[src/rtl/mux_rr_nx1.sv]
`timescale 1ns/1ps
// mux_rr_nx1: N-channel registered multiplexer with per-channel valid/ready.
// Round-robin or fixed-select arbitration feeds a single output register.
module mux_rr_nx1 #(
   parameter int N = 8,
   parameter int W = 8,
   parameter int S = $clog2(N)
) (
   input  logic           clk,
   input  logic           rst_n,
   input  logic [N*W-1:0] in_data,
   input  logic [N-1:0]   in_valid,
   output logic [N-1:0]   in_ready,
   input  logic           mode,
   input  logic [S-1:0]   fixed_sel,
   output logic [W-1:0]   out_data,
   output logic [S-1:0]   out_chan,
   output logic           out_valid,
   input  logic           out_ready
);
   // One extra bit so ptr + offset and the N compare never overflow.
   localparam logic [S:0] N_EXT = (S+1)'(N);
   localparam logic [S:0] LAST  = (S+1)'(N-1);

   logic [S-1:0] ptr;
   logic         load_en;
   logic         gnt_vld;
   logic [S-1:0] gnt;
   logic [S:0]   scan;

   // rst_n in the term keeps in_ready low for the whole reset window.
   assign load_en = rst_n && (!out_valid || out_ready);

   always_comb begin
      gnt_vld = 1'b0;
      gnt     = '0;
      scan    = '0;
      if (mode) begin
         if (({1'b0, fixed_sel} < N_EXT) && in_valid[fixed_sel]) begin
            gnt_vld = 1'b1;
            gnt     = fixed_sel;
         end
      end else begin
         for (int k = 0; k < N; k++) begin
            scan = {1'b0, ptr} + (S+1)'(k);
            if (scan >= N_EXT) scan = scan - N_EXT;
            if (!gnt_vld && in_valid[scan[S-1:0]]) begin
               gnt_vld = 1'b1;
               gnt     = scan[S-1:0];
            end
         end
      end
   end

   assign in_ready = (gnt_vld && load_en) ? (N'(1) << gnt) : '0;

   always_ff @(posedge clk or negedge rst_n) begin
      if (!rst_n) begin
         out_data  <= '0;
         out_chan  <= '0;
         out_valid <= 1'b0;
         ptr       <= '0;
      end else if (load_en) begin
         if (gnt_vld) begin
            out_data  <= in_data[int'(gnt)*W +: W];
            out_chan  <= gnt;
            out_valid <= 1'b1;
            if (!mode) ptr <= ({1'b0, gnt} == LAST) ? '0 : gnt + S'(1);
         end else begin
            out_valid <= 1'b0;
         end
      end
   end

endmodule
[config.mk]
export PLATFORM = sky130hd
export DESIGN_NAME = mux_rr_nx1
export DESIGN_NICKNAME = d
export VERILOG_FILES = /design/src/rtl/mux_rr_nx1.sv
export SDC_FILE = /design/constraint.sdc
export NUM_CORES = 1
export LEC_CHECK = 0
export ABC_CLOCK_PERIOD_IN_PS = 5600
export BUFFER_PORTS_ARGS = -buffer_cell sky130_fd_sc_hd__buf_2
export CORE_ASPECT_RATIO = 0.6
export CORE_MARGIN = 2
export CORE_UTILIZATION = 45
export DETAILED_ROUTE_END_ITERATION = 10
export PLACE_DENSITY = 0.73
export SLEW_MARGIN = 25
export SYNTH_ARGS = -nofsm -noshare
export SYNTH_HDL_FRONTEND = slang
export SYNTH_SLANG_ARGS = --single-unit
[constraint.sdc]
create_clock -name clk -period 5.6 [get_ports clk]
set_input_delay 0.84 -clock clk [delete_from_list [all_inputs] [get_ports clk]]
set_output_delay 0.84 -clock clk [all_outputs]
set_load 0.005 [all_outputs]
# Word level (Yosys, flattened, before mapping)
# Cells that the tools add are included.
# word_totals
reg_bits,15
input_bits,79
output_inout_bits,20
word_cells,125
# classes
mux,64
eq_ne,1
order_cmp,17
n_shift,2
n_addsub,16
bitwise_logic,1
n_reduce_logical,20
# ops
op,count
$mux 3,27
$shiftx 64x7->8,1
$lt 3x4->1 const B,9
$ge 4x4->1 const B,7
$bmux 1 s3,9
$mux 1,27
$sub 3x1->3 const B,8
$add 3x3->4 const B,4
$logic_and 1x1->1,9
$add 3x2->4 const B,2
$logic_not 1->1,8
$mux 8,1
$shl 1x3->8 const A,1
$add 3x1->4 const B,1
$ge 3x4->1 const B,1
$add 3x1->3 const B,1
$eq 3x3->1 const B,1
$reduce_and 3->1,1
$reduce_and 2->1,1
$logic_or 1x1->1,1
$not 1->1,1

# Logic depth before layout (Yosys ltp)
# Gate-level depths: netlist of run 1.
# logic_depth
word_depth,37
mapped_depth,17
depth_no_buf,11

# Worst setup path before layout of run 1
# OpenSTA, ideal clock, no wires.
# synth_timing
path_kind,register to output
start,reg ptr[0]
end,out in_ready[3]
arrival_time_ns,3.501
n_path_buf,5
required_ns,4.760
path_stages_with_launch,16
slack_ns,1.259
cell_sequence,dfrtp_1 > buf_2 > inv_1 > buf_2 > ha_1 > buf_6 > mux4_2 > or2_1 > and4b_1 > or3b_1 > nand4_2 > a21boi_2 > buf_6 > buf_6 > or2_4 > nor2_1
# synth_via
elab_chain_cells,37
elab_cells_between_ends,97
classes_between,add/sub: 15; order compare: 8; shift: 1; mux: 58; reduce/logical: 15
# synth_lines
element,line,text
from (decl),25,logic [S-1:0] ptr;
from (signal assigned),68,"if (!mode) ptr <= ({1'b0, gnt} == LAST) ? '0 : gnt + S'(1);"
"parallel branches: the longest is 36 deep, another holds $add 3x1->4",--,
$mux 8 *,55,assign in_ready = (gnt_vld && load_en) ? (N'(1) << gnt) : '0;
to (decl),13,"output logic [N-1:0] in_ready,"
# Mark *: on every way between the ends. The select of a mux whose other input is x is not followed.

# Worst setup path in the final report of run 1
# layout_timing
start,reg ptr[2]
end,out in_ready[0]
# The elaborated chain is that of the path after synthesis.

==> flow_summary.json, run 1 <==
{
  "use_met1_pct": 37.1,
  "initial_core_util_pct": 46.2,
  "yosysSeqAreaShare_pct": 13.4,
  "synth-compound-area-share_pct": 16.1,
  "ys_ff_latch": 15,
  "rows": 22,
  "synth_edf_count": 0,
  "antenna_found_initial": 0,
  "drv_slew": 0,
  "cp_data_arrival_time_ns": 4.06,
  "clk_pin_slew_ns": 0.06,
  "cp_max_fo": 19,
  "core_sq_um": 6080,
  "antennaDiodeCount": 0,
  "drive_above_1_share_pct": 41.5,
  "drt-pass1-iter-count": 5,
  "cp-start-kind": "flip-flop",
  "ir_worst_vdd_mv": 0.195,
  "die_y_microns": 65.2,
  "wl_per_cell_microns": 17.9,
  "vias": 2819,
  "cts_made_buffers": 3,
  "fin_skew_ns": 0.00148,
  "gr-usage-met3_pct": 3.08,
  "leakagePower_nw": 1.57,
  "clock_latency_ns": 0.25,
  "ys_types": 68,
  "place_ws_ns": 0.964,
  "tightest_slew_ns": 0.926,
  "synthMuxAreaShare_pct": 43.1,
  "placed_area_sq_um": 3280,
  "final_nets": 458,
  "synth_top_family_by_area": "multiplexers",
  "ys_async_sr_fraction_pct": 100,
  "pin_count": 99,
  "total_power_w": 0.00180,
  "setup_slack_ns": 0.703,
  "grt_use_total_pct": 23.3,
  "outcome": "complete, no violations",
  "crit_chain": "mux2i_1, mux4_2, and4b_1, a311oi_1, o21bai_1, nand2b_1, nor3b_1, buf_2",
  "htree_num_levels": 1,
  "die_w_microns": 106,
  "syn_area_sq_um": 2810,
  "post-route-period-util_pct": 87.4,
  "ys.flop_type": "dfrtp_1",
  "final_util_pct": 54.7,
  "grt_pass1_vias": 2506,
  "drtIter0Drc": 257,
  "nFillCells": 533,
  "cts_root_buf": "clkbuf_8",
  "cts_resized": 0,
  "fmax_ghz": 0.204,
  "min_path_type": "reg -> reg",
  "route.detailed.drc": 0,
  "portBuffers": 98,
  "grt-busiest-layer": "met1",
  "antenna_left": 0,
  "final.setup.tns_ns": 0,
  "postLayoutCellArea_sq_um": 3330,
  "syn_to_final_growth_pct": 18.5,
  "cp.required_ns": 4.76,
  "synth_nets": 372,
  "hold_buffers": 0,
  "place_hpwl_microns": 6480,
  "netlist_instances": 291,
  "finalSetupViolations": 0,
  "synthAdderAreaFrac_pct": 0.891,
  "maxCapViolCount": 0,
  "period_needed_ns": 4.90,
  "yosys.area_share.xor_xnor_pct": 2.09,
  "grt_pass1_wl_microns": 13100,
  "viasPerCell": 6.13,
  "powerDensity_nw_per_um2": 542,
  "dieArea_sq_um": 6910,
  "crit_path_max_incr_delay_ns": 0.95,
  "slowest_stage": "dfrtp_1",
  "cts_tree": "done",
  "grt_max_degree": 25,
  "use_met2_pct": 33.5,
  "rsz0062_at_grt": "no",
  "hold_violations": 0,
  "yosysWarnings": 0,
  "cts_buffer_depth": 2,
  "critical_path_class": "reg -> out",
  "end_kind": "primary output",
  "synth.avg_cell_area_sq_um": 9.65,
  "synthSimpleGateAreaFrac_pct": 15.6,
  "grt_remaining_overflow": 0,
  "drt-total-wl_microns": 8240,
  "numClockSinks": 15,
  "postCtsSetupRepairBufs": 0,
  "relSlewSlack_pct": 38.3,
  "gp_congestion": 0.919
}
## stage by stage
step / std cells / hold WS [ns]
2_1_floorplan: 291 / 0.472
3_3_place_gp: 456 / 0.459
3_5_place_dp: 456 / 0.467
4_1_cts: 460 / 0.481
5_1_grt: 460 / 0.513
6_report: 460 / 0.472
## logic make-up after synthesis
| logic type | after synthesis |
|---|---|
| and+or+nand+nor | 84 |
| xor gates and xnor gates | 5 |
| adders and majority gates | 2 |
| AOI/OAI and AO/OA | 59 |
| muxes | 87 |
| buffers and inverters | 39 |
| DFF | 15 |
## per-layer routing
metal / vias to the layer above / wire length (microns) / share of wire [%]
met5: - / 0 / 0
met1: 1356 / 3680 / 45
met3: 12 / 811 / 9.8
li1: 1301 / - / -
met2: 150 / 3660 / 44
met4: 0 / 93 / 1.1
## sequential cells by signal (all words and copies together), names as in the netlist
name and cells:
out_data 8, out_chan 3, ptr 3, out_valid 1
## cell usage in the layout, fill, tap and decap left out, drive strengths merged, types with 2 or more instances in the layout
| cell | instances |
|---|---|
| a31o | 2 |
| a21boi | 3 |
| mux4 | 23 |
| a32o | 2 |
| inv | 12 |
| nand3 | 7 |
| nor4 | 2 |
| clkbuf | 3 |
| xnor2 | 3 |
| nand2b | 4 |
| or3b | 2 |
| o31ai | 3 |
| dfrtp | 15 |
| ha | 2 |
| nor3 | 7 |
| a32oi | 4 |
| mux2 | 14 |
| buf | 108 |
| o22ai | 2 |
| a221oi | 2 |
| and2 | 2 |
| xor2 | 2 |
| nand2 | 16 |
| nand4 | 2 |
| o2bb2ai | 2 |
| nor2b | 3 |
| a211oi | 3 |
| a21oi | 14 |
| and3 | 2 |
| or2 | 3 |
| or3 | 4 |
| nor2 | 24 |
| mux2i | 50 |
| o21ai | 6 |
| and4b | 2 |
| o21a | 3 |
| nor3b | 3 |
## layout make-up
type,instances,area [sq um],area share (%)
Multi-Input combinational cell,237,2190,65.8
Timing Repair Buffer,108,566,17.0
Sequential cell,15,375,11.3
Tap cell,84,105,3.16
Inverter,12,45.0,1.35
Clock buffer,3,41.3,1.24
Clock inverter,1,5.00,0.150
## synth_stat cells, types with 5 or more instances
cell / n / area share (%)
mux2i_1: 50 / 18
nor2_1: 24 / 3.2
mux4_2: 16 / 13
nand2_1: 16 / 2.1
dfrtp_1: 15 / 13
a21oi_1: 12 / 2.1
mux2_2: 12 / 4.8
buf_2: 11 / 2.0
inv_1: 11 / 1.5
mux4_1: 7 / 6.6
nand3_1: 7 / 1.2
nor3_1: 7 / 1.2
o21ai_0: 6 / 1.1
buf_6: 5 / 2.0
clkbuf_1: 5 / 0.67
## critical path, delay by kind of cell, from the launching register on
| kind | cells | cell delay [ns] |
|---|---|---|
| AO/OA/AOI/OAI | 2 | 1.06 |
| buffers and inverters | 1 | 0.14 |
| flip-flops | 1 | 0.95 |
| multiplexers | 2 | 0.80 |
| AND/OR/NAND/NOR | 3 | 0.85 |
## power by group
part           internal [W]  leakage [nW]  total [W]  switching, W
Sequential         0.000159         0.173   0.000214     0.0000557
Clock             0.0000493        0.0255  0.0000873     0.0000380
Combinational      0.000712          1.37    0.00150      0.000789
Total              0.000920          1.57    0.00180      0.000882
## final timing paths
check	from	endpoint	slack [ns]	cells after the start
max	ptr[2]	in_ready[0]	0.70	8
min	out_chan[0]	out_chan[0]	0.47	2
max reg2reg	ptr[1]	out_data[4]	1.27	11
min reg2reg	out_chan[0]	out_chan[0]	0.47	2
max in group asynchronous	rst_n	out_data[2]	4.85	1
min in group asynchronous	rst_n	out_valid	0.50	1
Note: power is estimated with default switching activity, not from simulation.
==> inputs of run 2 (changes only) <==
Settings changed: BUFFER_PORTS_ARGS -buffer_cell sky130_fd_sc_hd__buf_2 to -buffer_cell sky130_fd_sc_hd__buf_4.
==> flow_summary.json, run 2 (same netlist as run 1, synthesis figures left out) <==
{
  "outcome": "complete, no violations",
  "relSlewSlack_pct": 47.4,
  "cts_made_buffers": 3,
  "antennaDiodeCount": 0,
  "postLayoutCellArea_sq_um": 3570,
  "antenna_found_initial": 0,
  "grt_pass1_wl_microns": 13600,
  "antenna_left": 0,
  "placed_area_sq_um": 3520,
  "slowest_stage": "mux4_2",
  "setup_slack_ns": 0.742,
  "die_w_microns": 106,
  "grt_remaining_overflow": 0,
  "min_path_type": "in -> async",
  "place_ws_ns": 1.09,
  "grt_use_total_pct": 25.1,
  "cts_root_buf": "clkbuf_8",
  "rows": 22,
  "final_cells": 459,
  "nFillCells": 521,
  "vias": 2849,
  "crit_path_max_incr_delay_ns": 0.55,
  "cp.required_ns": 4.76,
  "drtIter0Drc": 365,
  "route.detailed.drc": 0,
  "fin_skew_ns": 0.000676,
  "final.setup.tns_ns": 0,
  "maxCapViolCount": 0,
  "end_kind": "primary output",
  "cp_data_arrival_time_ns": 4.02,
  "path_delay_family": "simple AND/OR/NAND/NOR gates",
  "syn_to_final_growth_pct": 27.0,
  "ir_worst_vdd_mv": 0.207,
  "critical_path_class": "reg -> out",
  "viasPerCell": 6.21,
  "wl_per_cell_microns": 19.6,
  "clock_latency_ns": 0.25,
  "postCtsSetupRepairBufs": 0,
  "cp_max_fo": 13,
  "hold_buffers": 0,
  "gp_congestion": 1.02,
  "die_y_microns": 65.2,
  "place_hpwl_microns": 6980,
  "finalSetupViolations": 0,
  "crit_chain": "inv_2, ha_1, buf_4, mux4_2, or2_1, and4b_1, or3b_1, nand4_2, a21boi_4, inv_1, nand2_1, nor2_1, buf_4",
  "clk_pin_slew_ns": 0.06,
  "cpMostUsedCell": "buf_4",
  "hold_violations": 0,
  "total_power_w": 0.00185,
  "pin_count": 99,
  "leakagePower_nw": 1.64,
  "powerDensity_nw_per_um2": 520,
  "final_nets": 457,
  "post-route-period-util_pct": 86.7,
  "tightest_slew_ns": 0.789,
  "fmax_ghz": 0.206,
  "initial_core_util_pct": 46.2,
  "reg.largest.list": "out_data (8), out_chan (3), ptr (3)",
  "mostFrequentLayoutCell": "buf_4",
  "core_sq_um": 6080,
  "cp-start-kind": "flip-flop",
  "numClockSinks": 15,
  "grt_pass1_vias": 2543,
  "htree_num_levels": 1,
  "drt-pass1-iter-count": 5,
  "portBuffers": 98,
  "cts_buffer_depth": 2,
  "drv_slew": 0,
  "cts_resized": 0,
  "critical_path_buf_inv_count": 4,
  "regMostFlops": "out_data",
  "dpl.cell_count": 455,
  "drt-total-wl_microns": 8980,
  "largest_register_ffs": 8,
  "dieArea_sq_um": 6910,
  "drive_above_1_share_pct": 41.6,
  "grt_max_degree": 25,
  "layout_common_cells": "buf_4, mux2i_1, nor2_1",
  "cts_tree": "done",
  "rsz0062_at_grt": "no",
  "period_needed_ns": 4.86
}
==> run 2: cell count changes in the layout (fill, tap and decap cells not counted), sizes merged <==
| cell | delta |
|---|---|
| buf | -1 |
==> run 2: worst paths after layout <==
check                      cells after the start  slack (ns)   startpoint     endpoint
setup / recovery                              13        0.74       ptr[1]  in_ready[1]
hold / removal                                 1        0.44        rst_n       ptr[1]
setup reg to reg                              13        1.02       ptr[1]  out_data[5]
hold reg to reg                                1        0.50  out_chan[2]  out_chan[2]
max in group asynchronous                      1        4.96        rst_n       ptr[2]
min in group clk                               1        0.50  out_chan[2]  out_chan[2]
==> run 2: report_power, final <==
part           internal, W  switching, W
registers         0.000159     0.0000646
logic             0.000744      0.000796
clock network    0.0000493     0.0000409
total             0.000953      0.000902
==> run 2: per-layer routing <==
layer | global-route usage, % | part of all wire (%) | vias to the layer above
met5 | 0 | 0 | -
li1 | - | - | 1295
met4 | 3.29 | 0.68 | 0
met3 | 5.36 | 9.5 | 12
met2 | 35.8 | 44 | 153
met1 | 39.2 | 45 | 1389
==> run 2: final cells by class <==
cell class | instances | area (sq um) | share of cell area [%]
timing repair buffer | 107 | 803 | 22.5
inverter | 12 | 45.0 | 1.26
multi-input combinational | 237 | 2190 | 61.4
tap | 84 | 105 | 2.95
clock buffer | 3 | 41.3 | 1.16
sequential | 15 | 377 | 10.6
clock inverter | 1 | 5.00 | 0.140
==> run 2: worst register-to-register path, cell delays in order (launching register included) <==
cell	delay (ns)
dfrtp_1	0.36
inv_2	0.08
ha_1	0.47
buf_4	0.29
mux2i_1	0.35
nor2_1	0.08
a221oi_1	0.56
or3b_1	0.29
nand4_2	0.18
a21boi_4	0.48
buf_4	0.46
mux2i_1	0.18
mux4_1	0.55
a21oi_1	0.17
==> run 2: through the flow <==
stage / hold WS (ns) / util (%)
floorplan: 0.472 / -
global placement: 0.471 / 57.9
detailed placement: 0.487 / 57.9
CTS: 0.446 / 58.6
global route: 0.448 / 58.6
finish: 0.441 / 58.6
==> inputs of run 3 (changes only) <==
Settings changed: ABC_AREA from default to 1, CAP_MARGIN from default to 20, PLACE_DENSITY 0.73 to 0.76.
==> flow_summary.json, run 3 <==
{
  "outcome": "complete, no violations",
  "powerDensity_nw_per_um2": 547,
  "tightest_slew_ns": 0.670,
  "min_path_type": "in -> async",
  "regMostFlops": "out_data",
  "crit_chain": "inv_2, ha_1, inv_1, nand3_1, nand2_1, nand2_1, nand2_2, o21ai_0, nand2_1, nand2_1, nor2_1, nand2_1, nor2_1, nand3_2, nand2_4, inv_2, nand2_1, inv_2, nand2_1, nor2_1, buf_4",
  "maxCapViolCount": 0,
  "place_hpwl_microns": 6430,
  "dpl.cell_count": 592,
  "antenna_found_initial": 0,
  "largest_register_ffs": 8,
  "numClockSinks": 15,
  "drt-total-wl_microns": 7950,
  "postCtsSetupRepairBufs": 0,
  "portBuffers": 98,
  "cp_max_fo": 33,
  "grt_max_degree": 34,
  "comb_power_share_pct": 82.0,
  "synth_top_area_share_pct": 22.1,
  "synth.avg_cell_area_sq_um": 5.43,
  "antenna_left": 0,
  "post-route-period-util_pct": 91.6,
  "syn_to_final_growth_pct": 32.3,
  "critical_path_class": "reg -> out",
  "cts_resized": 0,
  "core_sq_um": 5100,
  "period_needed_ns": 5.13,
  "synth_edf_count": 0,
  "slowest_stage": "dfrtp_1",
  "yosysWarnings": 0,
  "cts_buffer_depth": 2,
  "grt_remaining_overflow": 0,
  "cts_made_buffers": 3,
  "grt_pass1_wl_microns": 12600,
  "ys.flop_type": "dfrtp_1",
  "gp_congestion": 1.03,
  "rows": 20,
  "final.setup.tns_ns": 0,
  "ys_async_sr_fraction_pct": 100,
  "grt_use_total_pct": 26.5,
  "initial_core_util_pct": 47.1,
  "yosysSeqAreaShare_pct": 15.6,
  "reg.largest.list": "out_data (8), out_chan (3), ptr (3)",
  "drtIter0Drc": 334,
  "die_y_microns": 60.6,
  "cts_root_buf": "clkbuf_8",
  "finalSetupViolations": 0,
  "clockPowerShare_pct": 5.3,
  "mostFrequentLayoutCell": "nand2_1",
  "yosysTopAreaCell": "nand3_1",
  "fmax_ghz": 0.195,
  "ir_worst_vdd_mv": 0.276,
  "critical_path_buf_inv_count": 5,
  "leakagePower_nw": 1.87,
  "drt-pass1-iter-count": 5,
  "ys_ff_latch": 15,
  "synthTopCellsByArea": "nand3_1, nand2_1, dfrtp_1",
  "hold_violations": 0,
  "wl_per_cell_microns": 13.3,
  "route.detailed.drc": 0,
  "crit_start": "ptr[0]",
  "die_w_microns": 98.4,
  "end_kind": "primary output",
  "cp-start-kind": "flip-flop",
  "cts_tree": "done",
  "hold_buffers": 0,
  "syn_area_sq_um": 2400,
  "path_delay_family": "simple AND/OR/NAND/NOR gates",
  "grt_pass1_vias": 2597,
  "cp_data_arrival_time_ns": 4.29,
  "final_cells": 596,
  "final_nets": 612,
  "crit_path_max_incr_delay_ns": 0.62,
  "fin_skew_ns": 0.00225,
  "cpMostUsedCell": "nand2_1",
  "drive_above_1_share_pct": 25.5,
  "clk_pin_slew_ns": 0.06,
  "synthTopCellsByCount": "nand2_1, nand3_1, inv_1",
  "relSlewSlack_pct": 55.3,
  "seq_power_share_pct": 12.8,
  "pin_count": 99,
  "rsz0062_at_grt": "no",
  "layout_common_cells": "nand2_1, nand3_1, buf_4",
  "power.switching_w": 0.00107,
  "synth_nets": 524,
  "ys_types": 31,
  "nFillCells": 506,
  "swShare_pct": 61.3,
  "netlist_instances": 443,
  "htree_num_levels": 1,
  "clock_latency_ns": 0.25,
  "vias": 3123,
  "cp.required_ns": 4.76,
  "antennaDiodeCount": 0,
  "yosysMostFrequentCell": "nand2_1",
  "r2r-start": "ptr[0]",
  "viasPerCell": 5.24,
  "internal_power_w": 0.000673,
  "dieArea_sq_um": 5960,
  "drv_slew": 0
}
## run 3: cell types whose count changed after synthesis, moves of 6 or more
cell,before,now
nand2_1,16,129
nand3_1,7,106
inv_1,11,74
mux2i_1,50,0
mux4_2,16,0
mux2_2,12,0
a21oi_1,12,2
inv_2,1,10
nand2_2,0,8
nand3b_1,0,8
mux4_1,7,0
nand4_1,1,8
o21ai_0,6,12
## run 3: kinds of logic (layout without fill, tap and decap cells)
kind of cell,Yosys count,after routing,share of synthesized area [%]
xor gates and xnor gates,4,4,2.55
and+or+nand+nor,298,298,57.4
DFF,15,15,15.6
buffers and inverters,101,188,17.6
AOI/OAI and AO/OA,23,23,5.78
adders and majority gates,2,2,1.04
## run 3: path summary, 6_finish.rpt
kind,to,slack (ns),depth (start not counted)
worst max-delay path,in_ready[7],0.47,21
max in group asynchronous,ptr[0],4.97,1
worst max register to register,out_data[2],1.46,20
worst min-delay path,out_data[2],0.44,1
worst min register to register,out_chan[0],0.49,2
min in group clk,out_chan[0],0.49,2
## run 3: power groups by stage
stage                     clock network (W)  registers, W  logic [W]
final                             0.0000913      0.000222    0.00143
after global routing              0.0000994      0.000229    0.00159
after CTS                         0.0000944      0.000220    0.00139
after detailed placement                  0      0.000223    0.00138
after global placement                    0      0.000221    0.00138
after floorplan                           0      0.000188    0.00109
## run 3: final cells by class
type	count	area [sq um]	share of cell area [%]
clock buffers	3	41.3	1.30
clock inverters	1	5.00	0.157
inverters	85	319	10.0
multi-input cells	327	1610	50.7
flip-flops and latches	15	375	11.8
well taps	66	82.6	2.60
repair buffers	99	743	23.4
## run 3: per-layer routing
metal,GRT usage [%],vias up,part of all wire (%)
met4,3.13,0,0.49
met2,35.1,158,37
met3,9.22,5,12
li1,-,1576,-
met1,41.4,1384,50
met5,0,-,0
## run 3: through the flow
stage	instance area (sq um)	utilization, %	power, W	setup slack, ns	hold slack, ns
3_3_place_gp	3130	61.3	0.00160	0.857	0.466
4_1_cts	3170	62.2	0.00171	0.390	0.442
2_1_floorplan	2400	-	0.00128	2.12	0.474
6_report	3180	62.3	0.00174	0.471	0.442
5_1_grt	3180	62.3	0.00192	0.0557	0.444
3_5_place_dp	3130	61.3	0.00161	0.679	0.477
